==> config.mk <==
export PLATFORM = sky130hd
export DESIGN_NAME = alu_cmd_queue_flat
export DESIGN_NICKNAME = d
export VERILOG_FILES = /design/src/rtl/alu_cmd_pkg.sv /design/src/rtl/alu_cmd_queue_if.sv /design/src/rtl/alu_cmd_fifo.sv /design/src/rtl/alu_cmd_queue.sv /design/src/flat_wrapper.sv
export SDC_FILE = /design/constraint.sdc
export NUM_CORES = 1
export LEC_CHECK = 0
export CORE_ASPECT_RATIO = 1.25
export CORE_MARGIN = 2
export CORE_UTILIZATION = 25
export DETAILED_ROUTE_END_ITERATION = 8
export PLACE_DENSITY_LB_ADDON = 0.05
export SLEW_MARGIN = 20
export SYNTH_ARGS = -nofsm -noshare
export SYNTH_HDL_FRONTEND = slang
export SYNTH_SLANG_ARGS = --single-unit
==> constraint.sdc <==
create_clock -name clk -period 2.6 [get_ports clk]
set_clock_uncertainty 0.05 [all_clocks]
set_input_delay 0.78 -clock clk [delete_from_list [all_inputs] [get_ports clk]]
set_output_delay 0.78 -clock clk [all_outputs]
set_load 0.1 [all_outputs]
==> src/rtl/alu_cmd_pkg.sv <==
// Shared types and default widths for the ALU command queue.
// Latency: none (types and constants only).
// Backpressure: not applicable.
package alu_cmd_pkg;

  localparam int DW_DEF      = 8;
  localparam int OPW_DEF     = 3;
  localparam int RW_DEF      = 16;
  localparam int DEPTH_DEF   = 4;
  localparam int TIMEOUT_DEF = 16;

  // One queued ALU command at the default operand/opcode widths
  typedef struct packed {
    logic [DW_DEF-1:0]  a;
    logic [DW_DEF-1:0]  b;
    logic [OPW_DEF-1:0] op;
  } cmd_t;

  // Issue sequencer states
  typedef enum logic [1:0] {
    IDLE  = 2'd0,
    ISSUE = 2'd1,
    WAIT  = 2'd2,
    RESP  = 2'd3
  } state_t;

endpackage

==> src/rtl/alu_cmd_queue_if.sv <==
// Bundle of command, ALU-side and response signals of the command queue.
// Latency: none (wiring only).
// Backpressure: cmd_ready/cmd_valid upstream, rsp_valid/rsp_ready downstream.
interface alu_cmd_queue_if
  import alu_cmd_pkg::*;
#(
  parameter int DW    = DW_DEF,
  parameter int OPW   = OPW_DEF,
  parameter int RW    = RW_DEF,
  parameter int DEPTH = DEPTH_DEF
) ();

  localparam int CW = $clog2(DEPTH) + 1;

  logic           cmd_valid;
  logic           cmd_ready;
  logic [DW-1:0]  cmd_a;
  logic [DW-1:0]  cmd_b;
  logic [OPW-1:0] cmd_op;
  logic [DW-1:0]  A;
  logic [DW-1:0]  B;
  logic [OPW-1:0] op;
  logic           start;
  logic [RW-1:0]  result;
  logic           done;
  logic           rsp_valid;
  logic           rsp_ready;
  logic [RW-1:0]  rsp_result;
  logic [OPW-1:0] rsp_op;
  logic           rsp_err;
  logic [CW-1:0]  count;

  // Queue side
  modport slave (
    input  cmd_valid, cmd_a, cmd_b, cmd_op, result, done, rsp_ready,
    output cmd_ready, A, B, op, start, rsp_valid, rsp_result, rsp_op, rsp_err, count
  );

  // Environment side (producer, ALU and consumer)
  modport master (
    output cmd_valid, cmd_a, cmd_b, cmd_op, result, done, rsp_ready,
    input  cmd_ready, A, B, op, start, rsp_valid, rsp_result, rsp_op, rsp_err, count
  );

endinterface

==> src/rtl/alu_cmd_fifo.sv <==
// Power-of-two circular command FIFO with occupancy count.
// Latency: head visible combinationally; a push shows up at the head the cycle after.
// Backpressure: push ignored while full, pop ignored while empty.
module alu_cmd_fifo
  import alu_cmd_pkg::*;
#(
  parameter int  DEPTH = DEPTH_DEF,
  parameter type T     = cmd_t
) (
  input  logic                   clk,
  input  logic                   reset_n,
  input  logic                   push,
  input  T                       din,
  input  logic                   pop,
  output T                       dout,
  output logic                   full,
  output logic                   empty,
  output logic [$clog2(DEPTH):0] count
);

  localparam int AW = $clog2(DEPTH);

  T               r_mem [DEPTH];
  logic [AW-1:0]  r_wptr;
  logic [AW-1:0]  r_rptr;
  logic [AW:0]    r_count;
  logic           w_do_push;
  logic           w_do_pop;

  assign full      = (r_count == (AW+1)'(DEPTH));
  assign empty     = (r_count == '0);
  assign count     = r_count;
  assign dout      = r_mem[r_rptr];
  assign w_do_push = push && !full;
  assign w_do_pop  = pop && !empty;

  // Pointers wrap naturally at DEPTH; count only moves on an unbalanced push/pop
  always_ff @(posedge clk or negedge reset_n) begin
    if (!reset_n) begin
      r_wptr  <= '0;
      r_rptr  <= '0;
      r_count <= '0;
    end else begin
      if (w_do_push) r_wptr <= r_wptr + AW'(1);
      if (w_do_pop)  r_rptr <= r_rptr + AW'(1);
      case ({w_do_push, w_do_pop})
        2'b10:   r_count <= r_count + (AW+1)'(1);
        2'b01:   r_count <= r_count - (AW+1)'(1);
        default: r_count <= r_count;
      endcase
    end
  end

  // Storage needs no reset: entries are only read after being written
  always_ff @(posedge clk) begin
    if (w_do_push) r_mem[r_wptr] <= din;
  end

endmodule

==> src/rtl/alu_cmd_queue.sv <==
// Queues ALU commands and issues them one at a time, returning result or timeout.
// Latency: start 2 edges after accept into an idle empty queue; response 1 cycle after done.
// Backpressure: cmd_ready drops when queue full; response held until rsp_ready.
module alu_cmd_queue
  import alu_cmd_pkg::*;
#(
  parameter int DW      = DW_DEF,
  parameter int OPW     = OPW_DEF,
  parameter int RW      = RW_DEF,
  parameter int DEPTH   = DEPTH_DEF,
  parameter int TIMEOUT = TIMEOUT_DEF
) (
  input  logic           clk,
  input  logic           reset_n,
  alu_cmd_queue_if.slave bus
);

  localparam int CW = $clog2(DEPTH) + 1;
  localparam int TW = $clog2(TIMEOUT + 1);

  // Same layout as cmd_t, sized to this instance's operand/opcode widths
  typedef struct packed {
    logic [DW-1:0]  a;
    logic [DW-1:0]  b;
    logic [OPW-1:0] op;
  } cmd_w_t;

  cmd_w_t         w_push_dat;
  cmd_w_t         w_head_dat;
  logic           w_full;
  logic           w_empty;
  logic           w_push;
  logic           w_pop;
  logic [CW-1:0]  w_count;
  logic [RW-1:0]  w_result;
  state_t         r_state;
  logic [TW-1:0]  r_wait_cnt;

  assign w_push_dat    = '{a: bus.cmd_a, b: bus.cmd_b, op: bus.cmd_op};
  assign w_push        = bus.cmd_valid && !w_full;
  assign w_pop         = (r_state == IDLE) && !w_empty && !bus.rsp_valid;
  assign w_result      = bus.result;
  assign bus.cmd_ready = !w_full;
  assign bus.count     = w_count;

  alu_cmd_fifo #(
    .DEPTH (DEPTH),
    .T     (cmd_w_t)
  ) u_fifo (
    .clk     (clk),
    .reset_n (reset_n),
    .push    (w_push),
    .din     (w_push_dat),
    .pop     (w_pop),
    .dout    (w_head_dat),
    .full    (w_full),
    .empty   (w_empty),
    .count   (w_count)
  );

  // Issue sequencer: one command in flight, all ALU and response outputs registered
  always_ff @(posedge clk or negedge reset_n) begin
    if (!reset_n) begin
      r_state        <= IDLE;
      r_wait_cnt     <= '0;
      bus.start      <= 1'b0;
      bus.A          <= '0;
      bus.B          <= '0;
      bus.op         <= '0;
      bus.rsp_valid  <= 1'b0;
      bus.rsp_result <= '0;
      bus.rsp_op     <= '0;
      bus.rsp_err    <= 1'b0;
    end else begin
      bus.start <= 1'b0;
      case (r_state)
        IDLE: begin
          if (w_pop) begin
            bus.A     <= w_head_dat.a;
            bus.B     <= w_head_dat.b;
            bus.op    <= w_head_dat.op;
            bus.start <= 1'b1;
            r_state   <= ISSUE;
          end
        end
        ISSUE: begin
          r_wait_cnt <= '0;
          r_state    <= WAIT;
        end
        WAIT: begin
          if (bus.done) begin
            bus.rsp_result <= w_result;
            bus.rsp_op     <= bus.op;
            bus.rsp_err    <= 1'b0;
            bus.rsp_valid  <= 1'b1;
            r_state        <= RESP;
          end else if (r_wait_cnt == TW'(TIMEOUT - 1)) begin
            // This edge is the TIMEOUT-th one waited without done
            bus.rsp_result <= '0;
            bus.rsp_op     <= bus.op;
            bus.rsp_err    <= 1'b1;
            bus.rsp_valid  <= 1'b1;
            r_state        <= RESP;
          end else begin
            r_wait_cnt <= r_wait_cnt + TW'(1);
          end
        end
        RESP: begin
          if (bus.rsp_ready) begin
            bus.rsp_valid <= 1'b0;
            r_state       <= IDLE;
          end
        end
        default: r_state <= IDLE;
      endcase
    end
  end

endmodule

==> src/flat_wrapper.sv <==
// flat-port wrapper written by rule: the top's interface ports become plain ports
module alu_cmd_queue_flat import alu_cmd_pkg::*;
#(
  parameter int DW      = DW_DEF,
  parameter int OPW     = OPW_DEF,
  parameter int RW      = RW_DEF,
  parameter int DEPTH   = DEPTH_DEF,
  parameter int TIMEOUT = TIMEOUT_DEF
)
  (clk, reset_n, bus_cmd_valid, bus_cmd_a, bus_cmd_b, bus_cmd_op, bus_result, bus_done, bus_rsp_ready, bus_cmd_ready, bus_A, bus_B, bus_op, bus_start, bus_rsp_valid, bus_rsp_result, bus_rsp_op, bus_rsp_err, bus_count);
  alu_cmd_queue_if #(.DW(DW), .OPW(OPW), .RW(RW), .DEPTH(DEPTH)) bus_i ();
  input  logic clk;
  input  logic reset_n;
  input wire logic [$bits(bus_i.cmd_valid)-1:0] bus_cmd_valid;
  input wire logic [$bits(bus_i.cmd_a)-1:0] bus_cmd_a;
  input wire logic [$bits(bus_i.cmd_b)-1:0] bus_cmd_b;
  input wire logic [$bits(bus_i.cmd_op)-1:0] bus_cmd_op;
  input wire logic [$bits(bus_i.result)-1:0] bus_result;
  input wire logic [$bits(bus_i.done)-1:0] bus_done;
  input wire logic [$bits(bus_i.rsp_ready)-1:0] bus_rsp_ready;
  output wire logic [$bits(bus_i.cmd_ready)-1:0] bus_cmd_ready;
  output wire logic [$bits(bus_i.A)-1:0] bus_A;
  output wire logic [$bits(bus_i.B)-1:0] bus_B;
  output wire logic [$bits(bus_i.op)-1:0] bus_op;
  output wire logic [$bits(bus_i.start)-1:0] bus_start;
  output wire logic [$bits(bus_i.rsp_valid)-1:0] bus_rsp_valid;
  output wire logic [$bits(bus_i.rsp_result)-1:0] bus_rsp_result;
  output wire logic [$bits(bus_i.rsp_op)-1:0] bus_rsp_op;
  output wire logic [$bits(bus_i.rsp_err)-1:0] bus_rsp_err;
  output wire logic [$bits(bus_i.count)-1:0] bus_count;
  assign bus_i.cmd_valid = bus_cmd_valid;
  assign bus_i.cmd_a = bus_cmd_a;
  assign bus_i.cmd_b = bus_cmd_b;
  assign bus_i.cmd_op = bus_cmd_op;
  assign bus_i.result = bus_result;
  assign bus_i.done = bus_done;
  assign bus_i.rsp_ready = bus_rsp_ready;
  assign bus_cmd_ready = bus_i.cmd_ready;
  assign bus_A = bus_i.A;
  assign bus_B = bus_i.B;
  assign bus_op = bus_i.op;
  assign bus_start = bus_i.start;
  assign bus_rsp_valid = bus_i.rsp_valid;
  assign bus_rsp_result = bus_i.rsp_result;
  assign bus_rsp_op = bus_i.rsp_op;
  assign bus_rsp_err = bus_i.rsp_err;
  assign bus_count = bus_i.count;
  alu_cmd_queue #(.DW(DW), .OPW(OPW), .RW(RW), .DEPTH(DEPTH), .TIMEOUT(TIMEOUT)) u_core (.clk(clk), .reset_n(reset_n), .bus(bus_i));
endmodule
==> out/qor.yml, run 1 <==
placed_design:
  port_buffers: 84
  hpwl_um: 7210
  finalWeightedCongestion: 0.697
  dp_slack_ns: 0.0287
detailed_routing:
  routedWlPerCell_um: 16.5
  wirelength_um: 11100
  route.vias.total: 2782
  ant_nets: 0
  dr.pass1.iters: 4
  drc: 0
  viasPerCell: 4.15
  dr.first_iter.drc_count: 54
timing:
  rsz0062_at_grt: "false"
  max_slew.worst_pin.slew_ns: 0.482
  fmax_ghz: 0.418
  hold_viol: 0
  period_minus_slack_ns: 2.39
  slew_viol_final: 0
  finalWorstSetupSlack_ns: 0.209
  fin_tns_setup_ns: 0
  period_share_pct: 92.0
  slew_headroom_pct: 67.8
  finalSetupViolations: 0
clocking:
  cts_tree: "yes"
  root_buffer: "clkbuf_16"
  clkLatencyLatePin_ns: 0.41
  clock_sinks: 131
  postCtsSetupBuffers: 0
  clock_path_buffers: 2
  clkTransAtPathRegs_ns: 0.05
  ctsHoldBuffers: 0
  ctsResizeCount: 0
  htreeDepth: 4
  cts_buffers: 17
global_routing:
  grt_pass1_wl_um: 17600
  grt_max_degree: 21
  busiest_layer: "met2"
  grt_pass1_vias: 3030
  grtUsageMet2_pct: 18.6
  grt_use_met1_pct: 13.0
  groute.layer.met3.usage_pct: 3.54
  grt_overflow_total: 0
  track_usage_pct: 11.1
  antenna_found_initial: 0
run_status:
  outcome: "finished, final reports clean"
yosys:
  syn_inst: 275
  syn_avg_cell_area_sq_um: 18.4
  synth_area_leader_cell: "edfxtp_1"
  synthFlopType: "edfxtp_1"
  async_reset_ff_share_pct: 42.0
  synthesis.area_sq_um: 5070
  ys_ff_latch: 131
  synth_nets: 328
  synth-edff-count: 76
  yosysUniqueCellTypes: 31
  ys_top_cells_by_area: "edfxtp_1 (45%), dfrtp_1 (27%), mux4_2 (8.4%), mux2_2 (5.3%), ha_1 (3.0%)"
  yosysWarnings: 0
  post-synth-top-count-cell: "edfxtp_1"
  synth_common_cells: "edfxtp_1 (76), dfrtp_1 (55), mux2_2 (24), mux4_2 (19), a22o_1 (16)"
  ys_seq_area_share_pct: 72.2
  synth_top_area_share_pct: 45.0
worst_setup_path:
  critPathArrivalTime_ns: 1.56
  critPathKind: "flop to output pin"
  cp_max_fo: 6
  critPathCaptureType: "output pin"
  cp-start-kind: "flop"
  required_ns: 1.77
final_layout:
  nets: 440
  n_antenna_cell: 0
  fill_cells: 1980
  fin_util_pct: 34.4
  area_growth_pct: 36.1
  drive_gt1_share_pct: 35.5
worst_hold_path:
  hp-class: "input pin to asynchronous set/reset pin"
floorplan:
  fp.dieArea_sq_um: 21400
  start_util_pct: 25.3
  coreArea_sq_um: 20000
  ios: 85
  die_y_um: 163
  num_rows: 58
  fp.dieW_um: 131
run:
  maxCapViolations: 0
-- worst max-delay path, stage by stage (launching register included) --
cell     delay [ns]
dfrtp_4        0.51
or3b_4         0.46
buf_12         0.19
-- layout make-up --
class                      count  area (sq um)  share of cell area, %
inverter                      12          45.0                  0.653
clock buffer                  22           454                   6.59
clock inverter                10           133                   1.92
tap                          270           338                   4.90
multi-input combinational    122          1330                   19.3
sequential                   131          3670                   53.2
timing repair buffer         103           928                   13.5
-- logic make-up after synthesis --
group	synth area share (%)
DFF	72.2
muxes	14.0
adders and majority gates	3.36
AOI/OAI and AO/OA	4.20
and+or+nand+nor	3.48
buffers and inverters	1.75
xor gates and xnor gates	1.04
-- routing by layer --
layer / wire, um / share of wire, %
met2: 5500 / 50
met5: 0 / 0
met1: 4860 / 44
met3: 509 / 4.6
met4: 193 / 1.7
-- stage by stage --
stage	hold WS, ns	instance area, sq um	cells
after floorplan	0.419	5080	275
after global placement	0.440	6310	638
after detailed placement	0.442	6310	638
after CTS	0.287	6900	670
after global routing	0.298	6900	670
final	0.274	6900	670
-- worst paths after layout --
check,start,endpoint,slack (ns),depth (start not counted)
setup / recovery,u_core.u_fifo.count[0],bus_cmd_ready,0.21,2
hold / removal,reset_n,u_core.bus.rsp_result[14],0.27,1
setup reg to reg,u_core.u_fifo.count[0],u_core.u_fifo.count[2],0.30,9
hold reg to reg,u_core.r_wait_cnt[4],u_core.r_wait_cnt[4],0.45,2
max in group asynchronous,reset_n,u_core.u_fifo.count[2],1.63,2
min in group clk,u_core.r_wait_cnt[4],u_core.r_wait_cnt[4],0.45,2
-- cells in the final DEF (no fill, tap or decap), types with 2 or more instances in the layout --
cell             Yosys  routed
a21oi_1              3       3
buf_4                0      59
xnor2_1              2       2
inv_1               12      12
nand3_1              4       4
clkbuf_1             5       4
mux2_2              24      24
bufinv_16            0       3
edfxtp_1            76      76
xor2_1               4       4
nand2_1              5       5
buf_12               0       5
o21ai_0              7       7
or3_1                2       2
clkdlybuf4s50_1      0      38
ha_1                12      12
clkinv_2             0       3
mux4_2              19      19
nor2_1               3       3
clkbuf_16            0      17
dfrtp_1             55      52
dfrtp_4              0       2
and3_1               5       5
clkinvlp_4           0       2
a22o_1              16      16
-- sequential cells by signal, summed over array words and instances, names as in the netlist, 3 cells and up --
name and flops:
u_core.u_fifo.r_mem 76, u_core.bus.rsp_result 16, u_core.bus.A 8, u_core.bus.B 8, u_core.r_wait_cnt 5, u_core.bus.op 3, u_core.bus.rsp_op 3, u_core.u_fifo.count 3
Power of run 1 is not shown: default switching activity piles up to over one toggle a cycle in this logic, so the estimate is an artifact.
==> run 2: changes to the inputs <==
--- a/config.mk
+++ b/config.mk
@@ -9,6 +9,7 @@
 export CORE_MARGIN = 2
 export CORE_UTILIZATION = 25
 export DETAILED_ROUTE_END_ITERATION = 8
+export DONT_BUFFER_PORTS = 1
 export PLACE_DENSITY_LB_ADDON = 0.05
 export SLEW_MARGIN = 20
 export SYNTH_ARGS = -nofsm -noshare
==> constraint.sdc (replaced) <==
create_clock -name clk -period 2.1 [get_ports clk]
set_clock_uncertainty 0.05 [all_clocks]
set_input_delay 0.63 -clock clk [delete_from_list [all_inputs] [get_ports clk]]
set_output_delay 0.63 -clock clk [all_outputs]
set_load 0.1 [all_outputs]
==> out/qor.yml, run 2 (synthesis gave the netlist of run 1 again) <==
run_status:
  outcome: "finished, violations left"
  violations: "setup timing"
timing:
  finalSetupViolations: 2
  slew_headroom_pct: 38.9
  period_minus_slack_ns: 2.15
  period_share_pct: 102
  slew_viol_final: 0
  fin_tns_setup_ns: -0.0785
  max_slew.worst_pin.slew_ns: 0.916
  fmax_ghz: 0.465
  rsz0062_at_grt: "true"
  finalWorstSetupSlack_ns: -0.0518
  hold_viol: 0
floorplan:
  ios: 85
  fp.dieArea_sq_um: 21400
  fp.dieW_um: 131
  die_y_um: 163
  num_rows: 58
  coreArea_sq_um: 20000
  start_util_pct: 25.3
final_layout:
  fill_cells: 1959
  nets: 389
  n_antenna_cell: 0
  area_growth_pct: 27.0
  largest-register: "u_core.u_fifo.r_mem"
  mostFrequentLayoutCells: "edfxtp_1 (76), buf_4 (50), dfrtp_1 (49), mux2_2 (24), mux4_2 (19)"
  largest_reg_flops: 76
  drive_gt1_share_pct: 41.5
  fin_util_pct: 32.1
  reg.largest.list: "u_core.u_fifo.r_mem x76, u_core.bus.rsp_result x16"
  layout_commonest_cell: "edfxtp_1"
clocking:
  htreeDepth: 4
  clock_sinks: 131
  clkTransAtPathRegs_ns: 0.06
  clock_path_buffers: 2
  root_buffer: "clkbuf_16"
  cts_buffers: 17
  clkLatencyLatePin_ns: 0.41
  cts_tree: "yes"
  postCtsSetupBuffers: 0
detailed_routing:
  route.vias.total: 2613
  dr.pass1.iters: 4
  viasPerCell: 4.22
  wirelength_um: 11200
  dr.first_iter.drc_count: 112
  routedWlPerCell_um: 18.1
  ant_nets: 0
  drc: 0
worst_setup_path:
  cp_max_fo: 3
  worstPathCellList: "or3b_4, buf_12"
  crit_end: "bus_cmd_ready"
  critPathArrivalTime_ns: 1.47
  startpoint: "u_core.u_fifo.count[0]"
  r2r-start: "u_core.u_fifo.count[0]"
  slowest_stage: "dfrtp_4"
  critPathCaptureType: "output pin"
  timing.rr.end: "u_core.u_fifo.count[2]"
  r2r_cells: 9
  r2r_setup_slack_ns: -0.03
  critical_path.max_stage_delay_ns: 0.47
  cp-start-kind: "flop"
  critPathKind: "flop to output pin"
  required_ns: 1.42
global_routing:
  grt_pass1_vias: 2841
  antenna_found_initial: 0
  grt_max_degree: 56
  grt_pass1_wl_um: 17500
  grt_overflow_total: 0
  track_usage_pct: 11.3
worst_hold_path:
  hp-class: "input pin to asynchronous set/reset pin"
run:
  maxCapViolations: 0
placed_design:
  dp_slack_ns: -0.0529
  hpwl_um: 6910
  finalWeightedCongestion: 0.659
  port_buffers: 0
-- run 2: changes by cell type in the layout (fill, tap and decap cells not counted), sizes merged --
| cell | previous run | this run |
|---|---|---|
| clkdlybuf4s50 | 38 | 0 |
| buf | 65 | 52 |
| clkbuf | 22 | 26 |
| clkinv | 5 | 1 |
| inv | 12 | 15 |
| bufinv | 3 | 1 |
| clkinvlp | 2 | 1 |
-- run 2: layout make-up --
cell class	instances	area, sq um	area share (%)
flip-flops and latches	131	3670	57.0
clock buffers	26	531	8.24
well taps	270	338	5.25
inverters	12	47.5	0.739
repair buffers	52	423	6.57
multi-input cells	122	1360	21.2
clock inverters	6	63.8	0.991
-- run 2: through the flow --
step                cells  instance area (sq um)  hold slack [ns]
CTS                   619                   6420           0.0413
detailed placement    586                   5780            0.286
floorplan             275                   5100            0.284
finish                619                   6440           0.0301
global route          619                   6440           0.0454
global placement      586                   5780            0.286
-- run 2: timing repair --
item                                    4_1_cts  5_1_grt
endpoints found under the hold margin        55        0
pin swaps                                     3        0
resized for setup                             4        5
endpoints found under the setup margin        3        7
hold buffers                                  1        0
gates cloned                                  0        0
-- run 2: worst min path at each step --
| stage | from | cells past startpoint | to |
|---|---|---|---|
| floorplan | reset_n | 0 | u_core.bus.A[0] |
| global placement | reset_n | 0 | u_core.bus.rsp_result[14] |
| detailed placement | reset_n | 0 | u_core.bus.rsp_result[6] |
| CTS | reset_n | 1 | u_core.bus.A[4] |
| global route | reset_n | 1 | u_core.bus.A[4] |
| finish | reset_n | 1 | u_core.bus.A[4] |
-- run 2: critical path: cells and delay by family, from the launching register on --
kind,cells,cell delay (ns)
buffers and inverters,1,0.18
flip-flops,1,0.47
AND/OR/NAND/NOR,1,0.41
-- run 2: per-layer routing --
layer,global-route usage (%),part of all wire [%],vias to the layer above
met5,0,0,-
met4,5.48,2.0,0
met3,3.97,6.8,15
met2,19.2,50,80
met1,12.8,41,1331
li1,-,-,1187
Power of run 2 is left out for the same reason.
==> RTL change, RTL diff (config.mk and constraints of run 1) <==
Change the package constant `RW_DEF` from 16 to 15.
--- a/src/rtl/alu_cmd_pkg.sv
+++ b/src/rtl/alu_cmd_pkg.sv
@@ -5,7 +5,7 @@
 
   localparam int DW_DEF      = 8;
   localparam int OPW_DEF     = 3;
-  localparam int RW_DEF      = 16;
+  localparam int RW_DEF      = 15;
   localparam int DEPTH_DEF   = 4;
   localparam int TIMEOUT_DEF = 16;
 
Ports: changed (resized bus_result and bus_rsp_result); port bits go from 85 to 83. No check against the original RTL was run, so the function may have changed too.
==> RTL change against run 1 <==
Area after synthesis decreased by 0.67%. Cell area down 1.5%. Global-route usage is 0.083 points lower. Wire length down 0.52%. Sequential cell count is 1 lower. Worst setup slack better by 0.0047 ns. Largest cell class unchanged.
Power is left out: the tool's default activity adds up to more than one toggle a clock period on the data nets, which glitch-free logic cannot reach.
==> RTL change: results (changes against run 1) <==
metric	value	unit	change
DP Worst Slack	0.02954	ns	was 0.02874 ns
htree depth	4		unchanged
average wire per standard cell	16.55	µm	was 16.51 µm
critical register-to-register path startpoint	u_core.u_fifo.count[0]		unchanged
asr flop ratio synth	41.54	%	was 41.98%
clk_lat worst skew	0.41	ns	about the same
met3 routed WL	549	µm	was 509 µm
Met1 Routed Length	4.837	mm	was 4.863 mm
PortBufs	82		was 84
largest net degree at the start of global routing	30		was 21
top cells by area, synth	edfxtp_1 (45%), dfrtp_1 (27%), mux4_2 (8.5%)		was edfxtp_1 (45%), dfrtp_1 (27%), mux4_2 (8.4%)
initial antenna violation count	0		unchanged
share of cells above drive strength 1	36.46	%	was 35.50%
DP HPWL	7.184	mm	was 7.214 mm
crit-path max FO	6		unchanged
Synth top cells by count	edfxtp_1 (76), dfrtp_1 (54), mux2_2 (24), mux4_2 (19), a22o_1 (15)		was edfxtp_1 (76), dfrtp_1 (55), mux2_2 (24), mux4_2 (19), a22o_1 (16)
GRT Overall Usage	11.02	%	was 11.10%
vias in the first global route	2997		was 3,030
DRT iter0 DRCs	73		was 54
Final nets	434		was 440
final-layout fill cell count	1941		was 1,980
clock-pin transition on the worst setup and hold timing paths	0.06	ns	
max_slew headroom	65.34	%	was 67.84%
outcome	finished, final reports clean		unchanged
DR WL met2	5.410	mm	was 5.495 mm
synthesized net count	325		was 328
Seq/Total Area, Yosys	72.18	%	was 72.20%
EDFF count, synth	76		unchanged
total number of vias	2763		was 2,782
GPL Wtd Cong	0.6580		was 0.6969
Worst Setup Path Type	register to output pin		unchanged
registers with the most flip-flops	u_core.u_fifo.r_mem (76), u_core.bus.rsp_result (15)		was u_core.u_fifo.r_mem (76), u_core.bus.rsp_result (16)
Initial DRT Pass Iterations	3		was 4
global-route wire length before repair	16.77	mm	was 17.64 mm
## RTL change: cell types whose count changed after synthesis
cell,run 1,this run
a22o_1,16,15
dfrtp_1,55,54
## RTL change: cell families (layout without fill, tap and decap cells)
kind of cell / count (synthesis) / count (layout) / synth area share [%]
adders and majority gates: 13 / 13 / 3.380
xor gates and xnor gates: 6 / 6 / 1.044
and+or+nand+nor: 30 / 30 / 3.505
muxes: 44 / 44 / 14.07
buffers and inverters: 22 / 144 / 1.765
AOI/OAI and AO/OA: 28 / 28 / 4.052
DFF: 130 / 130 / 72.19
## RTL change: area by class of cell
| type | instances | share of cell area, % |
|---|---|---|
| Multi-Input combinational cell | 121 | 19.45 |
| Clock buffer | 17 | 6.262 |
| Timing Repair Buffer | 100 | 12.93 |
| Inverter | 12 | 0.6630 |
| Clock inverter | 15 | 2.099 |
| Tap cell | 270 | 4.972 |
| Sequential cell | 130 | 53.63 |
## RTL change: path summary, 6_finish.rpt
kind                                                   to  slack, ns  depth (start not counted)
worst max-delay path                        bus_cmd_ready       0.21                          2
worst min-delay path            u_core.bus.rsp_result[11]       0.29                          1
worst max register to register     u_core.u_fifo.count[2]       0.31                          9
worst min register to register         u_core.bus.rsp_err       0.45                          2
max in group asynchronous          u_core.u_fifo.count[2]       1.64                          2
min in group clk                       u_core.bus.rsp_err       0.45                          2
## RTL change: routing by layer
metal,vias up,track usage (%)
met5,-,0
met1,1402,13.33
met3,13,3.219
met2,76,17.97
met4,0,5.222
li1,1272,-
## RTL change: through the flow
stage,hold WS (ns),util (%),cell area [µm²],std cells
floorplan,0.4188,-,5047,273
detailed placement,0.4421,31.20,6226,633
finish,0.2887,34.04,6794,665
CTS,0.2946,34.04,6794,665
global placement,0.4424,31.20,6226,633
global route,0.3115,34.04,6794,665
